===== src/rtl/guess_entry_controller.sv =====
// Guess entry controller: assembles a 4-digit hex guess, offers it to the checker
// over a valid/ack handshake, and tracks attempts and the win/lose outcome.
module guess_entry_controller #(
    parameter int unsigned MAX_ATTEMPTS = 10
) (
    input  logic        clk,
    input  logic        reset,
    input  logic [3:0]  digit_in,
    input  logic        digit_load,
    input  logic        backspace,
    input  logic        submit,
    input  logic        new_game,
    output logic [15:0] guess,
    output logic        guess_valid,
    input  logic        guess_ack,
    input  logic [3:0]  correct_place_count,
    input  logic [3:0]  wrong_place_count,
    output logic [2:0]  entry_count,
    output logic [3:0]  attempts,
    output logic [3:0]  last_correct,
    output logic [3:0]  last_wrong,
    output logic        win,
    output logic        lose,
    output logic        proto_err
);

    typedef enum logic [1:0] {
        ENTRY,
        WAIT_ACK,
        WIN,
        LOSE
    } state_t;

    state_t     state;
    logic [3:0] attempts_next;
    logic [4:0] score_sum;

    always_comb begin
        attempts_next = attempts + 4'd1;
        score_sum     = {1'b0, correct_place_count} + {1'b0, wrong_place_count};
    end

    always_ff @(posedge clk or negedge reset) begin
        if (!reset) begin
            state        <= ENTRY;
            guess        <= '0;
            guess_valid  <= 1'b0;
            entry_count  <= '0;
            attempts     <= '0;
            last_correct <= '0;
            last_wrong   <= '0;
            win          <= 1'b0;
            lose         <= 1'b0;
            proto_err    <= 1'b0;
        end else if (new_game) begin
            state        <= ENTRY;
            guess        <= '0;
            guess_valid  <= 1'b0;
            entry_count  <= '0;
            attempts     <= '0;
            last_correct <= '0;
            last_wrong   <= '0;
            win          <= 1'b0;
            lose         <= 1'b0;
            proto_err    <= 1'b0;
        end else begin
            case (state)
                ENTRY: begin
                    // An ignored backspace/load still consumes the cycle, blocking submit.
                    if (backspace) begin
                        if (entry_count != 3'd0) begin
                            guess       <= {4'h0, guess[15:4]};
                            entry_count <= entry_count - 3'd1;
                        end
                    end else if (digit_load) begin
                        if (entry_count < 3'd4) begin
                            guess       <= {guess[11:0], digit_in};
                            entry_count <= entry_count + 3'd1;
                        end
                    end else if (submit && entry_count == 3'd4) begin
                        state       <= WAIT_ACK;
                        guess_valid <= 1'b1;
                    end
                end
                WAIT_ACK: begin
                    if (guess_ack && guess_valid) begin
                        guess_valid  <= 1'b0;
                        last_correct <= correct_place_count;
                        last_wrong   <= wrong_place_count;
                        attempts     <= attempts_next;
                        if (score_sum > 5'd4) begin
                            proto_err <= 1'b1;
                        end
                        if (correct_place_count == 4'd4) begin
                            state <= WIN;
                            win   <= 1'b1;
                        end else if (attempts_next == 4'(MAX_ATTEMPTS)) begin
                            state <= LOSE;
                            lose  <= 1'b1;
                        end else begin
                            state       <= ENTRY;
                            guess       <= '0;
                            entry_count <= '0;
                        end
                    end
                end
                WIN, LOSE: begin
                end
                default: state <= ENTRY;
            endcase
        end
    end

endmodule


===== config.mk =====
export PLATFORM = sky130hd
export DESIGN_NAME = guess_entry_controller
export DESIGN_NICKNAME = d
export VERILOG_FILES = /design/src/rtl/guess_entry_controller.sv
export SDC_FILE = /design/constraint.sdc
export NUM_CORES = 1
export LEC_CHECK = 0
export BUFFER_PORTS_ARGS = -buffer_cell sky130_fd_sc_hd__buf_4
export CAP_MARGIN = 20
export CORE_UTILIZATION = 54
export CTS_CLUSTER_SIZE = 8
export DETAILED_ROUTE_END_ITERATION = 16
export GPL_ROUTABILITY_DRIVEN = 0
export GPL_TIMING_DRIVEN = 0
export PLACE_DENSITY_LB_ADDON = 0.15
export SLEW_MARGIN = 25
export SYNTH_ARGS = -nofsm -noshare
export SYNTH_HDL_FRONTEND = slang
export SYNTH_SLANG_ARGS = --single-unit

===== constraint.sdc =====
create_clock -name clk -period 2.2 [get_ports clk]
set_input_delay 0.22 -clock clk [delete_from_list [all_inputs] [get_ports clk]]
set_output_delay 0.22 -clock clk [all_outputs]
set_load 0.01 [all_outputs]

==> key figures <==
Final layout
  • Design Area, Final: 0.00295 mm^2
  • Layout cell share with drive strength beyond 1: 29.1%
  • Area Overhead vs Synth: 24.9%
  • Nets: 342
  • Antenna cells: 0

Die
  • Initial Util: 57.7%
  • IO Pins: 54
  • DIE AREA: 0.00464 mm^2
  • Die Wd: 68.1 um
  • Core region area: 0.00409 mm^2
  • Row cnt: 23
  • Die height: 68.1 um

Pwr
  • Combinational share of power: 21.3%
  • Lkg Pwr: 0.00132 uW
  • Pwr Density: 586 mW/mm^2
  • Seq pwr share: 43.2%
  • Psw: 490 uW
  • Peak VDD IR: 323 uV
  • Pint: 1240 uW
  • Net Sw Frac: 28.4%
  • Power share of the clock group: 35.5%

GRT
  • Total GRT Usage: 26.8%
  • Pin count of the biggest net entering global routing: 38
  • Gr ovfl total: 0
  • First-pass GRT wire length: 9160 um
  • Vias in the first global route: 1865
  • Antenna violations before repair: 0

Logic synthesis
  • Compound-Gate Fraction of Synth Area: 28.4%
  • Syn Nets: 281
  • Post-synthesis simple-gate area fraction: 15.0%
  • Avg Synthesized Cell Area: 9.29 um^2
  • Synth Flop Type: dfrtp_1
  • Post-synth cell types: 50
  • Number of synthesized flops with an enable pin: 0
  • Yosys top cell by area: dfrtp_1
  • Sequential area share after synthesis: 39.2%
  • Mapped Area: 0.00236 mm^2
  • Warnings from Yosys: 0
  • Largest family of logic cells by synthesized area: compound AO/OA/AOI/OAI gates
  • Adder-Cell Fraction of Synth Area: 4.88%
  • Synth Register Bits: 37
  • Mux cell area share after synthesis: 2.33%
  • Top post-synthesis cells by area: dfrtp_1, nand2_1, o2111ai_1
  • Post-synthesis async set-or-reset flop share: 100%
  • Cells after synthesis: 254
  • Synth top area share: 39.2%
  • Synth Area in XOR/XNOR: 1.86%

Placement
  • Detail Placement HPWL: 4090 um
  • Placed cell area: 0.00282 mm^2
  • IO Port Bufs: 53

STA
  • Period utilisation layout: 87.3%
  • Sum of negative setup slack: 0 ns
  • Relative slew slack: 61.5%
  • Clock skew: 0.00615 ns
  • Peak Freq: 0.520 GHz
  • Post-layout min period: 1.92 ns
  • Slew Limit Fails: 0
  • Worst Max-Slew Pin Slew: 0.577 ns
  • Final Setup Violations: 0
  • Final hold vios: 0
  • RSZ-0062 raised after global routing: no

CTS
  • Clock buffer depth: 2
  • # hold bufs at CTS: 1
  • Clock-pin slew of the registers on the worst-case setup and hold paths: 0.07 ns
  • Root buffer cell: clkbuf_8
  • Setup bufs post-CTS: 0
  • Clock H-tree levels: 2
  • Num CTS Buffers: 5
  • Clock Sinks: 37
  • CTS tree: done
  • Skew-Pair Late Insertion Delay: 0.29 ns
  • Number of gates resized after CTS: 0

Routing
  • DRT iter0 DRCs: 221
  • Number of routed nets with antenna violations: 0
  • Drt drc: 0
  • DRT Wirelength: 5720 um
  • Vias per inst: 5.86
  • Routed len/inst: 15.6 um
  • Vias post-DR: 2143
  • Router iterations before antenna repair: 4

Setup path
  • Crit path required time: 2.41 ns
  • Top cell family by delay on the critical path: simple AND/OR/NAND/NOR gates
  • CP cell instances: fa_1 -> or3b_2 -> o22ai_1 -> nand3_1 -> a31oi_1
  • CP startpoint: entry_count[0]$_DFFE_PN0P_
  • Worst Path Max Fanout: 8
  • Arrival time at the worst endpoint: 2.14 ns
  • Critical Path Max Stage Delay: 0.50 ns
  • CP Capture Type: flop
  • Worst r2r src: entry_count[0]$_DFFE_PN0P_
  • CP max-delay cell: dfrtp_1
  • Startpoint class of the critical path: flop
  • Crit Path Class: flop to flop
  • CP Buf/Inv Count: 0

Outcome
  • Status: finished, final reports clean

Worst hold path
  • Min-delay src: new_game
  • Worst hold path class: input pin to flop

Flow run
  • Max Cap Viol: 0
==> sequential cells by signal (all words and copies together) (netlist names) <==
name	count
last_wrong	4
last_correct	4
guess	16
win	1
entry_count	3
guess_valid	1
state	2
lose	1
proto_err	1
attempts	4
==> kinds of logic (layout without fill, tap and decap cells) <==
family,Yosys count,count (layout)
AOI/OAI and AO/OA,81,81
and+or+nand+nor,74,74
buffers and inverters,44,106
DFF,37,37
adders and majority gates,8,8
xor gates and xnor gates,5,5
muxes,5,5
==> layout make-up <==
cell class	instances	area, um^2
inverter	27	101
tap	50	62.6
buffer	17	95.1
clock inverter	1	30.0
fill	334	1140
timing repair buffer	54	408
sequential	37	926
multi-input combinational	173	1240
clock buffer	7	86.3
==> power by group through the flow <==
stage / registers (uW) / logic, uW / clock network [uW]
after floorplan: 761 / 226 / 0
after CTS: 745 / 370 / 627
after global routing: 752 / 408 / 651
after detailed placement: 758 / 367 / 0
after global placement: 756 / 358 / 0
final: 746 / 369 / 613
==> synthesized netlist by cell type, types with 3 or more instances <==
library cell / count
nand3_1: 3
inv_1: 27
nand2_1: 45
xor2_1: 3
o2111ai_1: 17
o21ai_0: 10
ha_1: 6
o211ai_2: 10
buf_2: 4
mux2_2: 4
buf_6: 3
nor2_1: 10
dfrtp_1: 37
o211ai_1: 8
a21oi_1: 15
clkbuf_1: 9
==> worst paths after layout <==
check	end	slack [ns]	cells after the start
worst max-delay path	entry_count[2]$_DFFE_PN0P_	0.28	5
worst min-delay path	entry_count[1]$_DFFE_PN0P_	0.18	2
worst max register to register	entry_count[2]$_DFFE_PN0P_	0.28	5
worst min register to register	win$_DFFE_PN0P_	0.51	2
max in group asynchronous	last_correct[0]$_DFFE_PN0P_	1.43	2
min in group asynchronous	guess[8]$_DFFE_PN0P_	0.42	2
==> routing by layer <==
metal / global-route usage, % / up-vias / part of all wire [%]
li1: - / 1031 / -
met1: 39.3 / 1036 / 47
met2: 39.5 / 72 / 46
met3: 5.50 / 4 / 5.9
met4: 7.55 / 0 / 1.0
met5: 0 / - / 0
==> placed cells by master (no fill, tap or decap), types with 3 or more instances in the layout <==
| master | count |
|---|---|
| buf_4 | 54 |
| nand2_1 | 45 |
| dfrtp_1 | 37 |
| inv_1 | 27 |
| o2111ai_1 | 17 |
| a21oi_1 | 15 |
| nor2_1 | 10 |
| clkbuf_1 | 10 |
| o21ai_0 | 10 |
| o211ai_2 | 10 |
| o211ai_1 | 8 |
| ha_1 | 6 |
| clkbuf_8 | 6 |
| buf_2 | 4 |
| mux2_2 | 4 |
| buf_6 | 3 |
| nand3_1 | 3 |
| xor2_1 | 3 |
==> per-stage QoR <==
step / std cells / setup WS (ns) / total power [uW] / util, % / hold slack [ns]
floorplan: 254 / 0.381 / 988 / - / -0.0756
global placement: 357 / 0.316 / 1110 / 69.0 / 0.215
detailed placement: 357 / 0.262 / 1130 / 69.0 / 0.217
CTS: 366 / 0.271 / 1740 / 72.1 / 0.177
global route: 366 / 0.118 / 1810 / 72.1 / 0.176
finish: 366 / 0.279 / 1730 / 72.1 / 0.182
==> worst register-to-register path, stage by stage, from the launching register on <==
cell     delay, ns
dfrtp_1       0.50
fa_1          0.50
or3b_2        0.46
o22ai_1       0.15
nand3_1       0.10
a31oi_1       0.15
No activity file was read; power rests on OpenSTA's default activity.
